`config.mk`:
```
export PLATFORM = sky130hd
export DESIGN_NAME = gfsk_modulator
export DESIGN_NICKNAME = d
export VERILOG_FILES = /design/src/rtl/gfsk_modulator.sv
export SDC_FILE = /design/constraint.sdc
export NUM_CORES = 1
export LEC_CHECK = 0
export BUFFER_PORTS_ARGS = -buffer_cell sky130_fd_sc_hd__buf_2
export CORE_AREA = 2 2 64 81
export DETAILED_ROUTE_END_ITERATION = 8
export DIE_AREA = 0 0 66 83
export MAX_ROUTING_LAYER = met4
export PLACE_DENSITY = 0.85
export SYNTH_ARGS = -nofsm -noshare
export SYNTH_HDL_FRONTEND = slang
export SYNTH_SLANG_ARGS = --single-unit
```
`constraint.sdc`:
```
create_clock -name clk -period 4.95 [get_ports clk]
set_input_delay 0.495 -clock clk [delete_from_list [all_inputs] [get_ports clk]]
set_output_delay 0.495 -clock clk [all_outputs]
set_load 0.01 [all_outputs]
```
`src/rtl/gfsk_modulator.sv`:
```
// GFSK modulator: bytes in over valid/ready, LSB-first NRZ symbols, 3-tap Gaussian
// shaping at SPS samples/symbol, continuous-phase output. IQ outputs with GFSK_MODULATOR_IQ_EN.
module gfsk_modulator #(
  parameter int SPS = 8,
  parameter int DEV = 4096
) (
  input  logic               clk,
  input  logic               rst_n,
  input  logic               sample_en,
  input  logic [7:0]         tx_data,
  input  logic               tx_valid,
  input  logic               tx_last,
  output logic               tx_ready,
  output logic signed [15:0] mod_freq,
  output logic [15:0]        mod_phase,
  output logic               mod_valid,
  output logic               tx_busy,
  output logic               underrun
`ifdef GFSK_MODULATOR_IQ_EN
  ,
  output logic signed [7:0]  mod_i,
  output logic signed [7:0]  mod_q
`endif
);

  localparam int CW = $clog2(SPS);
  localparam logic [CW-1:0] LAST_SAMP = CW'(SPS - 1);
  localparam logic signed [15:0] DEV_W = 16'(DEV);

  typedef enum logic [1:0] {
    IDLE  = 2'd0,
    SHIFT = 2'd1,
    TAIL  = 2'd2
  } state_t;

  state_t state, state_next;

  // Handshake: a byte transfers on any clock edge where tx_valid && tx_ready.
  // tx_ready only reflects an empty holding register; it never depends on tx_valid.
  logic [7:0] hold_data;
  logic       hold_last;
  logic       hold_valid;

  logic [7:0]          shift_byte;
  logic                shift_last;
  logic [2:0]          bit_idx;
  logic [CW-1:0]       samp_cnt;
  logic                tail_idx;
  logic signed [1:0]   s_old, s_mid, s_new;

  logic                strobe, sym_start, sym_wrap;
  logic                byte_end, tail_end;
  logic                load_idle, load_next, starve;
  logic signed [1:0]   push_sym;
  logic signed [1:0]   o_n, m_n, n_n;
  logic signed [15:0]  tap_sum;
  logic signed [15:0]  shaped;
  logic [15:0]         phase_next;

  function automatic logic signed [15:0] ext(input logic signed [1:0] v);
    return {{14{v[1]}}, v};
  endfunction

  assign tx_ready  = rst_n & ~hold_valid;
  assign strobe    = sample_en && (state != IDLE);
  assign sym_start = (samp_cnt == '0);
  assign sym_wrap  = (samp_cnt == LAST_SAMP);
  assign byte_end  = (state == SHIFT) && strobe && sym_wrap && (bit_idx == 3'd7);
  assign tail_end  = (state == TAIL) && strobe && sym_wrap && tail_idx;
  assign load_idle = (state == IDLE) && hold_valid;
  assign load_next = byte_end && !shift_last && hold_valid;
  assign starve    = byte_end && !shift_last && !hold_valid;

  // Symbol line after this strobe; the emitted sample uses the freshly pushed symbol.
  always_comb begin
    push_sym = 2'sd0;
    if (state == SHIFT) push_sym = shift_byte[bit_idx] ? 2'sd1 : -2'sd1;
    o_n = s_old;
    m_n = s_mid;
    n_n = s_new;
    if (strobe && sym_start) begin
      o_n = s_mid;
      m_n = s_new;
      n_n = push_sym;
    end
    tap_sum    = ext(o_n) + (ext(m_n) <<< 1) + ext(n_n);
    shaped     = (tap_sum * DEV_W) >>> 2;
    phase_next = mod_phase + shaped;
  end

  always_comb begin
    state_next = state;
    case (state)
      IDLE:  if (hold_valid) state_next = SHIFT;
      SHIFT: if (byte_end) state_next = (shift_last || !hold_valid) ? TAIL : SHIFT;
      TAIL:  if (tail_end) state_next = IDLE;
      default: state_next = IDLE;
    endcase
  end

  always_ff @(posedge clk or negedge rst_n) begin
    if (!rst_n) state <= IDLE;
    else        state <= state_next;
  end

  always_ff @(posedge clk or negedge rst_n) begin
    if (!rst_n) begin
      hold_data  <= '0;
      hold_last  <= 1'b0;
      hold_valid <= 1'b0;
    end else if (load_idle || load_next) begin
      hold_valid <= 1'b0;
    end else if (tx_valid && tx_ready) begin
      hold_data  <= tx_data;
      hold_last  <= tx_last;
      hold_valid <= 1'b1;
    end
  end

  always_ff @(posedge clk or negedge rst_n) begin
    if (!rst_n) begin
      shift_byte <= '0;
      shift_last <= 1'b0;
      bit_idx    <= '0;
      samp_cnt   <= '0;
      tail_idx   <= 1'b0;
      s_old      <= '0;
      s_mid      <= '0;
      s_new      <= '0;
    end else begin
      if (load_idle || load_next) begin
        shift_byte <= hold_data;
        shift_last <= hold_last;
      end
      if (load_idle) begin
        bit_idx  <= '0;
        samp_cnt <= '0;
        s_old    <= '0;
        s_mid    <= '0;
        s_new    <= '0;
      end else if (strobe) begin
        samp_cnt <= sym_wrap ? '0 : samp_cnt + CW'(1);
        s_old    <= o_n;
        s_mid    <= m_n;
        s_new    <= n_n;
        if (state == SHIFT && sym_wrap) bit_idx <= bit_idx + 3'd1;
      end
      // tail_idx selects the second of the two zero-symbol tail periods
      if (state != TAIL)            tail_idx <= 1'b0;
      else if (strobe && sym_wrap)  tail_idx <= 1'b1;
    end
  end

  always_ff @(posedge clk or negedge rst_n) begin
    if (!rst_n) begin
      mod_freq  <= '0;
      mod_phase <= '0;
      mod_valid <= 1'b0;
      tx_busy   <= 1'b0;
      underrun  <= 1'b0;
    end else begin
      mod_valid <= strobe;
      tx_busy   <= (state_next != IDLE);
      underrun  <= starve;
      if (strobe) begin
        mod_freq  <= shaped;
        mod_phase <= phase_next;
      end else if (state == IDLE) begin
        mod_freq  <= '0;
      end
    end
  end

`ifdef GFSK_MODULATOR_IQ_EN
  // First quadrant of round(127*sin(2*pi*k/256)), k = 0..63; k = 64 folds to 127.
  localparam logic [6:0] SINE_ROM [64] = '{
    7'd0,   7'd3,   7'd6,   7'd9,   7'd12,  7'd16,  7'd19,  7'd22,
    7'd25,  7'd28,  7'd31,  7'd34,  7'd37,  7'd40,  7'd43,  7'd46,
    7'd49,  7'd51,  7'd54,  7'd57,  7'd60,  7'd63,  7'd65,  7'd68,
    7'd71,  7'd73,  7'd76,  7'd78,  7'd81,  7'd83,  7'd85,  7'd88,
    7'd90,  7'd92,  7'd94,  7'd96,  7'd98,  7'd100, 7'd102, 7'd104,
    7'd106, 7'd107, 7'd109, 7'd111, 7'd112, 7'd113, 7'd115, 7'd116,
    7'd117, 7'd118, 7'd120, 7'd121, 7'd122, 7'd122, 7'd123, 7'd124,
    7'd125, 7'd125, 7'd126, 7'd126, 7'd126, 7'd127, 7'd127, 7'd127
  };

  function automatic logic signed [7:0] sine(input logic [7:0] p);
    logic [6:0] k;
    logic [6:0] mag;
    k   = p[6] ? (7'd64 - {1'b0, p[5:0]}) : {1'b0, p[5:0]};
    mag = k[6] ? 7'd127 : SINE_ROM[k[5:0]];
    return p[7] ? -$signed({1'b0, mag}) : $signed({1'b0, mag});
  endfunction

  always_ff @(posedge clk or negedge rst_n) begin
    if (!rst_n) begin
      mod_i <= '0;
      mod_q <= '0;
    end else if (strobe) begin
      mod_i <= sine(phase_next[15:8] + 8'd64);
      mod_q <= sine(phase_next[15:8]);
    end
  end
`endif

endmodule
```
# After elaboration in Yosys (flattened, before gate mapping)
# Cells that the tools add are included.
dict set report totals {
  inputBits 13
  mem_bits_rw 0
  regBits 69
  wordCells 91
  mem_count 0
  rom_bits 0
  latch_bits 0
}
dict set report op_classes {
  mux 30
  n_eq_ne 5
  mul 0
  div_mod_pow 0
  n_bitwise 3
  reduce_logical 30
  n_addsub 5
  n_shift 0
  magnitude_cmp 1
}
# op n
set op_table {}
lappend op_table {{two-way mux 16 bit} 2}
lappend op_table {{two-way mux 2 bit} 15}
lappend op_table {{two-way mux 3 bit} 6}
lappend op_table {{adder 16 bit} 1}
lappend op_table {{logical AND 1 bit} 15}
lappend op_table {{nonzero test 2 bit} 7}
lappend op_table {{adder 3 x 1 -> 3 bit (second input constant)} 2}
lappend op_table {{== test 3 bit (second input constant)} 2}
lappend op_table {{one-hot mux 2 bit (3 select lines)} 1}
lappend op_table {{two-way mux 1 bit} 5}
lappend op_table {{adder 2 x 3 -> 4 bit} 1}
lappend op_table {{adder 4 x 2 -> 4 bit} 1}
lappend op_table {{< comparator 3 x 4 -> 1 bit (second input constant)} 1}
lappend op_table {{AND reduction 2 bit} 2}
lappend op_table {{binary-select mux 1 bit (select 3 bit)} 1}
lappend op_table {{logical NOT 3 bit} 1}
lappend op_table {{== test 2 x 1 -> 1 bit (second input constant)} 1}
lappend op_table {{== test 2 bit (second input constant)} 1}
lappend op_table {{logical NOT 1 bit} 2}
lappend op_table {{logical NOT 2 bit} 1}
lappend op_table {{logical OR 1 bit} 2}
lappend op_table {{!= test 2 bit (second input constant)} 1}
lappend op_table {{inverter 1 bit} 2}
lappend op_table {{bitwise AND 1 bit} 1}

# Depth between registers and ports, before layout
dict set report depth {
  depth_word 10
  ltp_mapped 19
  depth_no_buf 17
}

# Worst setup path after synthesis
# OpenSTA, ideal clock, no wires.
dict set report synth_path {
  kind {register -> register}
  startpoint {register bit_idx[0]}
  endpoint {register mod_phase[15]}
  setup_slack_ns 0.715
  n_path_buf 0
  arrival_time_ns 4.156
  synth_period_minus_slack_ns 4.235
  t_required_ns 4.871
  setup_time_ns 0.079
  stages_incl_launch_ff 17
  cell_sequence {dfrtp_1 > mux4_1 > mux2_2 > nor4b_4 > a21o_2 > inv_2 > fa_1 > inv_1 > fa_1 > xnor2_1 > xnor2_1 > ha_1 > a21oi_1 > nor2b_1 > o31a_1 > nor3_1 > xor2_1}
}
dict set report synth_between {
  elab_chain_len 7
}
# item line_no
set synth_rtl {}
lappend synth_rtl {{start: declaration} 46} ;# logic [2:0] bit_idx;
lappend synth_rtl {{start signal: assignment} 146} ;# if (state == SHIFT && sym_wrap) bit_idx <= bit_idx + 3'd1;
lappend synth_rtl {{binary-select mux 1 bit (select 3 bit)} 77} ;# if (state == SHIFT) push_sym = shift_byte[bit_idx] ? 2'sd1 : -2'sd1;
lappend synth_rtl {{two-way mux 1 bit (implied by the code)} 77}
lappend synth_rtl {{two-way mux 2 bit (2 in a row)} 77}
lappend synth_rtl {{two-way mux 2 bit} 81} ;# if (strobe && sym_start) begin
lappend synth_rtl {{adder 4 x 2 -> 4 bit} 86} ;# tap_sum = ext(o_n) + (ext(m_n) <<< 1) + ext(n_n);
lappend synth_rtl {{adder 16 bit} 88} ;# phase_next = mod_phase + shaped;
lappend synth_rtl {{end signal: assignment} 167} ;# mod_phase <= phase_next;
lappend synth_rtl {{end: declaration} 15} ;# output logic [15:0] mod_phase,
# Every way passes these cells. The select of a mux whose other input is x is not followed.
# A chain may end at the register's enable or synchronous reset.

# Worst setup path in the final report
dict set report layout_path {
  startpoint {register samp_cnt[0]}
  endpoint {register mod_phase[15]}
}
dict set report layout_between {
  elab_chain_len 6
  elab_cells_between_ends 8
}
# item line_no
set layout_rtl {}
lappend layout_rtl {{start: declaration} 47} ;# logic [CW-1:0] samp_cnt;
lappend layout_rtl {{start signal: assignment} 142} ;# samp_cnt <= sym_wrap ? '0 : samp_cnt + CW'(1);
lappend layout_rtl {{logical NOT 3 bit *} 66} ;# assign sym_start = (samp_cnt == '0);
lappend layout_rtl {{logical AND 1 bit *} 81}
lappend layout_rtl {{two-way mux 2 bit} 81}
lappend layout_rtl {{adder 2 x 3 -> 4 bit} 86}
lappend layout_rtl {{adder 4 x 2 -> 4 bit *} 86}
lappend layout_rtl {{adder 16 bit *} 88}
# Every way passes the cells marked *; elsewhere a longest branch is shown, timed or not.

==> impl_metrics.ini <==
[floorplan]
ios = 49
die_y_um = 83
start_util = 0.541
die_x_um = 66
core.rowCount = 28
dieArea_mm2 = 0.00548
core_area_mm2 = 0.00469

[global_route]
grt_max_degree = 49
grt.overflow.total = 0
antenna_found_initial = 0
grt_pass1_wl_mm = 7.27
grt_pass1_vias = 1667
gr-usage-all-layers = 0.176

[routing]
drtIter0Drc = 90
vias_per_cell = 5.26
drc_errors = 0
wire_per_inst_um = 13.4
ant_nets = 0
routed_wl_mm = 4.21
dr.pass1.iters = 4
vias = 1658

[critical_path]
critPathKind = reg2reg
crit_buf_inv = 2
critPathTopFamily = adder cells
reg2reg_depth = 16
regToRegStartpoint = samp_cnt[0]$_DFFE_PN0P_
cp-start-kind = flip-flop
end_kind = flip-flop
rrSetupSlack_ps = 400
path_cells = inv_1 > ha_1 > and3b_1 > nor2b_1 > mux2i_1 > fa_1 > inv_1 > fa_1 > xnor2_1 > xnor2_1 > ha_1 > a21oi_1 > nor2b_1 > o31a_1 > nor3_1 > xor2_1
crit_path_max_fanout = 10
reg2reg_to = mod_phase[15]$_DFFE_PN0P_
cp.arrival_ps = 4780
slowest_stage = fa_1
worstPathRequired_ps = 5180
slowest_delay_ps = 580

[placement]
place_hpwl_mm = 3.21
place.gp.congestion = 0.819
portBuffers = 28

[flow_run]
drv_cap = 0

[clock_network]
holdBufCountCts = 0
cts_tree = yes
clock_sinks = 47
clk_root_buffer_cell = clkbuf_8
clock_latency_ps = 300
clockBufferDepth = 2
cts_buffers = 5
postCtsSetupRepairBufs = 0
path_clk_slew_ps = 90
htreeDepth = 2
cts_resized = 0

[timing]
max_freq_mhz = 220
relSlewSlack = 0.278
maxSlewViolCount = 0
worst_pin_slew_ps = 1070
rsz0062_at_grt = no
timing.final.crit_share = 0.918
setup_tns_ps = 0
hold_viol_final = 0
finalSetupViolations = 0
finClkSkew_ps = 8.72
min_period_ps = 4550

[worst_hold_path]
hp-class = in2async

[synth]
synth.area.top_cells = dfrtp_1 (46%), mux2_2 (8.0%), buf_4 (6.5%), ha_1 (6.4%), nand2_1 (3.6%)
avgSynthCellArea_um2 = 11.1
yosysWarnings = 0
postSynthCellCount = 228
synth_edf_count = 0
ys_seq_area_frac = 0.464
synth_cell_types = 40
synth_top_cell_area_share = 0.464
async_flop_share = 1.00
synth_seq_cells = 47
synth_area_mm2 = 0.00254
yosysTopAreaCell = dfrtp_1
synth_ff_type = dfrtp_1

[cells_and_area]
multiInputGateArea_mm2 = 0.00121
final_common_cell = dfrtp_1
final_core_util = 0.578
final_cell_mix = dfrtp_1 (47), buf_2 (28), nand2_1 (24)
area_growth_syn_to_layout_pct = 7.00
fin_nets = 283
seq_area_mm2 = 0.00118
fill_cells = 417
drive_gt1_frac = 0.220
diodes = 0

[run_status]
status = finished clean

[pwr]
power.leakage_nw = 1.35
p_per_area_mw_per_mm2 = 839
peakVddDrop_uv = 523
[power by group]
group / switching, mW / internal (mW)
registers: 0.120 / 0.550
clock network: 0.121 / 0.0992
logic: 0.701 / 0.686
[how the worst max path moves through the flow]
stage / from / end / slack (ps) / cells after the start
final: samp_cnt[0]$_DFFE_PN0P_ / mod_phase[15]$_DFFE_PN0P_ / 400 / 16
after global routing: samp_cnt[0]$_DFFE_PN0P_ / mod_phase[15]$_DFFE_PN0P_ / 70 / 16
after CTS: samp_cnt[0]$_DFFE_PN0P_ / mod_phase[15]$_DFFE_PN0P_ / 380 / 16
after detailed placement: sample_en / mod_phase[15]$_DFFE_PN0P_ / 300 / 15
after global placement: sample_en / mod_phase[15]$_DFFE_PN0P_ / 500 / 15
after floorplan: bit_idx[0]$_DFFE_PN0P_ / mod_phase[15]$_DFFE_PN0P_ / 710 / 16
[logic make-up after synthesis]
logic type / Yosys count / share of synthesized area
AO/OA/AOI/OAI: 36 / 0.0942
XOR/XNOR: 9 / 0.0311
adder cells (fa/ha/maj): 16 / 0.0878
buffers and inverters: 36 / 0.0883
flip-flops: 47 / 0.464
multiplexers: 26 / 0.124
other: 1 / 0.00148
AND/OR/NAND/NOR: 57 / 0.109
[registers in the layout (all words and copies together), names as in the netlist, 2 cells and up]
| signal | flops |
|---|---|
| state | 2 |
| samp_cnt | 3 |
| s_new | 2 |
| mod_freq | 4 |
| shift_byte | 8 |
| bit_idx | 3 |
| s_mid | 2 |
| s_old | 2 |
| mod_phase | 6 |
| hold_data | 8 |
[stage by stage]
stage / total power, mW / instances / hold WS [ps] / setup slack, ps / instance area (um^2)
after floorplan: 1.80 / 247 / 199 / 715 / 2610
after global placement: 2.00 / 307 / 461 / 500 / 2630
after detailed placement: 2.07 / 307 / 453 / 300 / 2630
after CTS: 2.30 / 315 / 407 / 382 / 2720
after global routing: 2.51 / 315 / 418 / 66.6 / 2720
final: 2.28 / 315 / 375 / 404 / 2720
[metal layers]
metal / share of wire / vias to the layer above / routed length, um / track usage
li1: - / 799 / - / -
met1: 0.40 / 801 / 1700 / 0.202
met2: 0.53 / 49 / 2230 / 0.299
met3: 0.044 / 9 / 185 / 0.0407
met4: 0.022 / 0 / 93 / 0.0557
met5: 0 / - / 0 / -
[area by class of cell]
| class | instances | share of cell area |
|---|---|---|
| clock buffers | 7 | 0.0281 |
| flip-flops and latches | 47 | 0.433 |
| repair buffers | 29 | 0.0544 |
| clock inverters | 1 | 0.00184 |
| inverters | 7 | 0.00968 |
| multi-input cells | 164 | 0.445 |
| well taps | 60 | 0.0276 |
[synthesized netlist by cell type (4+ instances only)]
cell type  number
o21ai_0        11
a21oi_1         7
ha_1           13
dfrtp_1        47
mux2i_1         6
nor2_1         14
a22o_1          6
buf_4          22
nor2b_1         4
mux2_2         18
xnor2_1         4
inv_1           6
nand2_1        24
buf_2           5
xor2_1          5
[worst register-to-register path: cells and delay by family, from the launching register on]
kind / cells / cell delay (ps)
muxes: 1 / 200
buffers and inverters: 2 / 140
AOI/OAI and AO/OA: 2 / 440
adders and majority gates: 4 / 1520
DFF: 1 / 430
and+or+nand+nor: 4 / 1100
xor gates and xnor gates: 3 / 650
Note: power is estimated with default switching activity, not from simulation.
